===== src/rtl/alu_result_capture.sv =====
// Captures ALU results into a 2-entry in-order FIFO for writeback and
// updates the {ZF, SF, OF} condition codes on accepted results.
module alu_result_capture #(
    parameter int unsigned WIDTH = 64,
    parameter int unsigned DST_W = 4
) (
    input  logic             clk,
    input  logic             rst,
    input  logic             in_valid,
    output logic             in_ready,
    input  logic [WIDTH-1:0] alu_out,
    input  logic             alu_of,
    input  logic             set_cc,
    input  logic [DST_W-1:0] in_dst,
    output logic             out_valid,
    input  logic             out_ready,
    output logic [WIDTH-1:0] out_val,
    output logic [DST_W-1:0] out_dst,
    output logic [2:0]       cc
);

    localparam int unsigned DEPTH = 2;

    typedef enum logic [1:0] {
        EMPTY = 2'd0,
        ONE   = 2'd1,
        FULL  = 2'd2
    } state_t;

    state_t           state;
    logic [WIDTH-1:0] mem_val [DEPTH];
    logic [DST_W-1:0] mem_dst [DEPTH];
    logic             wr_ptr;
    logic             rd_ptr;
    logic             accept;
    logic             pop;

    assign accept = in_valid && in_ready;
    assign pop    = out_valid && out_ready;

    // FIFO control, storage, registered head view and condition codes
    always_ff @(posedge clk) begin
        if (rst) begin
            state     <= EMPTY;
            in_ready  <= 1'b1;
            out_valid <= 1'b0;
            out_val   <= '0;
            out_dst   <= '0;
            cc        <= 3'b100;
            wr_ptr    <= 1'b0;
            rd_ptr    <= 1'b0;
            for (int i = 0; i < int'(DEPTH); i++) begin
                mem_val[i] <= '0;
                mem_dst[i] <= '0;
            end
        end else begin
            if (accept) begin
                mem_val[wr_ptr] <= alu_out;
                mem_dst[wr_ptr] <= in_dst;
                wr_ptr          <= ~wr_ptr;
            end
            if (pop) begin
                rd_ptr <= ~rd_ptr;
            end
            if (accept && set_cc) begin
                cc <= {(alu_out == '0), alu_out[WIDTH-1], alu_of};
            end

            case (state)
                EMPTY: begin
                    if (accept) begin
                        state     <= ONE;
                        out_valid <= 1'b1;
                        out_val   <= alu_out;
                        out_dst   <= in_dst;
                    end
                end
                ONE: begin
                    if (accept && !pop) begin
                        state    <= FULL;
                        in_ready <= 1'b0;
                    end else if (pop && !accept) begin
                        state     <= EMPTY;
                        out_valid <= 1'b0;
                    end else if (accept && pop) begin
                        // Lone entry leaves while the new one arrives: new one is head
                        out_val <= alu_out;
                        out_dst <= in_dst;
                    end
                end
                FULL: begin
                    if (pop) begin
                        state    <= ONE;
                        in_ready <= 1'b1;
                        out_val  <= mem_val[~rd_ptr];
                        out_dst  <= mem_dst[~rd_ptr];
                    end
                end
                default: begin
                    state     <= EMPTY;
                    in_ready  <= 1'b1;
                    out_valid <= 1'b0;
                end
            endcase
        end
    end

endmodule


===== config.mk =====
export PLATFORM = sky130hd
export DESIGN_NAME = alu_result_capture
export DESIGN_NICKNAME = d
export VERILOG_FILES = /design/src/rtl/alu_result_capture.sv
export SDC_FILE = /design/constraint.sdc
export NUM_CORES = 1
export LEC_CHECK = 0
export BUFFER_PORTS_ARGS = -buffer_cell sky130_fd_sc_hd__buf_2
export CAP_MARGIN = 30
export CORE_AREA = 2 2 184 186
export DETAILED_ROUTE_END_ITERATION = 7
export DIE_AREA = 0 0 186 188
export PLACE_DENSITY_LB_ADDON = 0.2
export SYNTH_ARGS = -nofsm -noshare
export SYNTH_HDL_FRONTEND = slang
export SYNTH_SLANG_ARGS = --single-unit

===== constraint.sdc =====
create_clock -name clk -period 5.26 [get_ports clk]
set_input_delay 1.052 -clock clk [delete_from_list [all_inputs] [get_ports clk]]
set_output_delay 1.052 -clock clk [all_outputs]
set_load 0.1 [all_outputs]

==> results.md <==
* Startpoint types: flip-flop
* Worst vdd rail ir drop at 0.1890 mV
* Hold EP: out_val[33]
* Post-CTS Setup Bufs at 0
* Final Hold Vio Count at 0
* Hold Path Origin: out_val[33]
* Top cell type's share of synthesized area at 41.81%
* Synth-to-Final Area Change at 19.83%
* Via/cell ratio at 4.840
* Starting Density at 29.50%
* RSZ-0062 raised after global routing: false
* Unique masters post-synth at 39
* Worst path bufs/invs at 1
* Hold WC Path Type: flip-flop to flip-flop
* DRT Pass-1 Iters at 5
* First-pass GRT wire length at 40830 um
* Die W at 186 um
* Grt ovf at 0
* Buffers on Ports at 146
* Leakage at 0.004251 uW
* Final setup violation count at 0
* Layout cell share with drive strength beyond 1 at 25.16%
* FF-to-FF path depth at 6
* CP Max Fanout at 6
* Outcome: finished, final reports clean
* Net Count, Synth at 910
* CTS Sinks at 213
* Fill count at 3339
* Drt drc at 0
* CTS root buf: clkbuf_16
* TNS Setup at 0 ps
* Routed vias at 6825
* Max frequency at 390.0 MHz
* Number of diodes at 0
* Data arrival time of the worst path at 1510 ps
* Main area contributors after synthesis: edfxtp_1, dfxtp_1, and2_1
* Largest net degree at the start of global routing at 69
* CTS buffer count at 25
* Hold buffers post-CTS at 0
* Critical Path End Type: output pin
* Slowest stage delay, CP at 510 ps
* Height of the die at 188 um
* Mapped Area at 9768 um^2
* Num ports at 147
* Post-synthesis sequential area ratio at 57.59%
* Top post-synthesis cells by count: and2_1, edfxtp_1, dfxtp_1, nand2_1
* Final wirelength at 26590 um
* Slowest CP cell: dfxtp_1
* Final Cycle Share at 48.75%
* Pwr dens at 419.0 nW/um^2
* Final GP Congestion at 0.6934
* CTS-repair resized insts at 0
* Cell row count at 67
* Synthesis-stage register bit count at 213
* Reg2Reg Setup Slack at 2710 ps
* Slew HR at 43.54%
* Ys flop type: edfxtp_1
* Reg area at 5629 um^2
* Crit path required time at 4210 ps
* Core outline area at 33110 um^2
* Cell Chain, Critical Path: buf_2
* Gr usage total at 15.12%
* Max clock buf depth at 3
* Reg-to-reg startpoint: state[1]
* Max_cap viols at 0
* YS warnings at 0
* Critical path class: flip-flop to output pin
* Final Skew at 8.415 ps
* H-Tree Depth at 1
* CTS tree: yes
* Top cell type by total area after synthesis: edfxtp_1
* DRT iter0 DRCs at 328
* Vias in the first global route at 6729
* Area of the multi-input gates at 3742 um^2
* Reg-to-reg endpoint: out_val[20]
* Tightest Pin Transition at 847.0 ps
* DRT antenna net count at 0
* Total Power at 4904 uW
* Min Tclk post-route at 2564 ps
* Post-synth ARST share at 0%
* Avg Cell Area, Syn at 11.73 um^2
* # nets final at 1021
* Cell count after synthesis at 833
* Final-report max-slew violation count at 0
* Wire per inst at 18.86 um
* Crit-path leading delay family: flip-flops
* Clock Latency Late Sink at 510 ps
* Initial antenna violation count at 1
* WHS Path Cells at 2
* Die area at 34970 um^2
* DP HPWL at 16140 um
* EDFF count, synth at 136
* Worst-path clk slew at 60 ps
cell usage in the layout (no fill, tap or decap), drive strengths merged:
cell type	netlist	routed
buf	45	161
a32oi	1	1
o21bai	2	2
a21o	2	2
nand4	3	3
o21ai	1	1
or4	2	2
and2	136	136
a221o	1	1
nor3	3	3
nor2b	1	1
a21oi	73	73
nor3b	1	1
o221ai	68	68
xor2	2	2
or2	1	1
edfxtp	136	136
clkbuf	32	39
mux2i	70	70
nor2	8	8
nand2b	1	1
bufinv	0	1
and2b	1	1
inv	3	3
nand3b	1	1
clkinv	0	5
dfxtp	77	77
nand3	70	70
nand2	73	73
nand4bb	1	1
nor4	15	15
ha	3	3
through the flow:
step	instances	hold slack, ps	area, um^2	setup slack (ps)	utilization (%)
finish	1410	458.8	11710	2696	35.35
global route	1410	479.7	11710	2487	35.35
CTS	1409	461.5	11680	2618	35.27
detailed placement	1364	455.1	10850	2182	32.78
global placement	1360	450.4	10750	1836	32.47
floorplan	833	576.7	9768	147.6	-
per-layer routing:
layer / up-vias / GRT usage [%] / wire (um)
met1: 3326 / 21.29 / 12490
met3: 29 / 2.214 / 1106
met2: 155 / 24.55 / 12590
met5: - / 0 / 7
li1: 3313 / - / -
met4: 2 / 3.331 / 396
final cells by class:
| cell class | instances | share of cell area (%) |
|---|---|---|
| multi-input combinational | 540 | 31.97 |
| tap | 448 | 4.789 |
| inverter | 3 | 0.09621 |
| timing repair buffer | 161 | 8.017 |
| clock buffer | 39 | 6.574 |
| sequential | 213 | 48.09 |
| clock inverter | 6 | 0.4596 |
state kept, by name, indices dropped and copies added, names as in the netlist:
register and flops:
mem_val 128, out_val 64, mem_dst 8, out_dst 4, cc 3, state 2, in_ready 1, out_valid 1
rd_ptr 1, wr_ptr 1
kinds of logic after synthesis:
| group | after synthesis | synth area share (%) |
|---|---|---|
| AND/OR/NAND/NOR | 317 | 18.04 |
| XOR/XNOR | 2 | 0.1794 |
| buffers and inverters | 80 | 4.470 |
| AO/OA/AOI/OAI | 148 | 12.17 |
| adder cells (fa/ha/maj) | 3 | 0.3843 |
| multiplexers | 70 | 7.173 |
| flip-flops | 213 | 57.59 |
how the worst max path moves through the flow:
stage	startpoint	to	slack, ps	cells after the start
floorplan	in_ready	mem_dst[0][0]	150	2
global placement	rst	mem_val[0][59]	1840	3
detailed placement	in_valid	out_dst[0]	2180	8
CTS	state[1]	out_val[47]	2620	5
global route	state[1]	out_val[20]	2490	6
finish	in_ready	in_ready	2700	1
worst reg2reg max path, stage by stage, from the launching register on:
cell and delay, ps:
dfxtp_1 530, nor2b_4 220, buf_4 460, buf_4 570
buf_12 300, o221ai_1 230, a21oi_1 180
report_power, final:
group,total (uW),internal [uW],switching [uW]
Combinational,1110,263,844
Clock,1720,1050,674
Sequential,2080,1980,96.5
Total,4900,3290,1610
(Power assumes the default switching activity.)
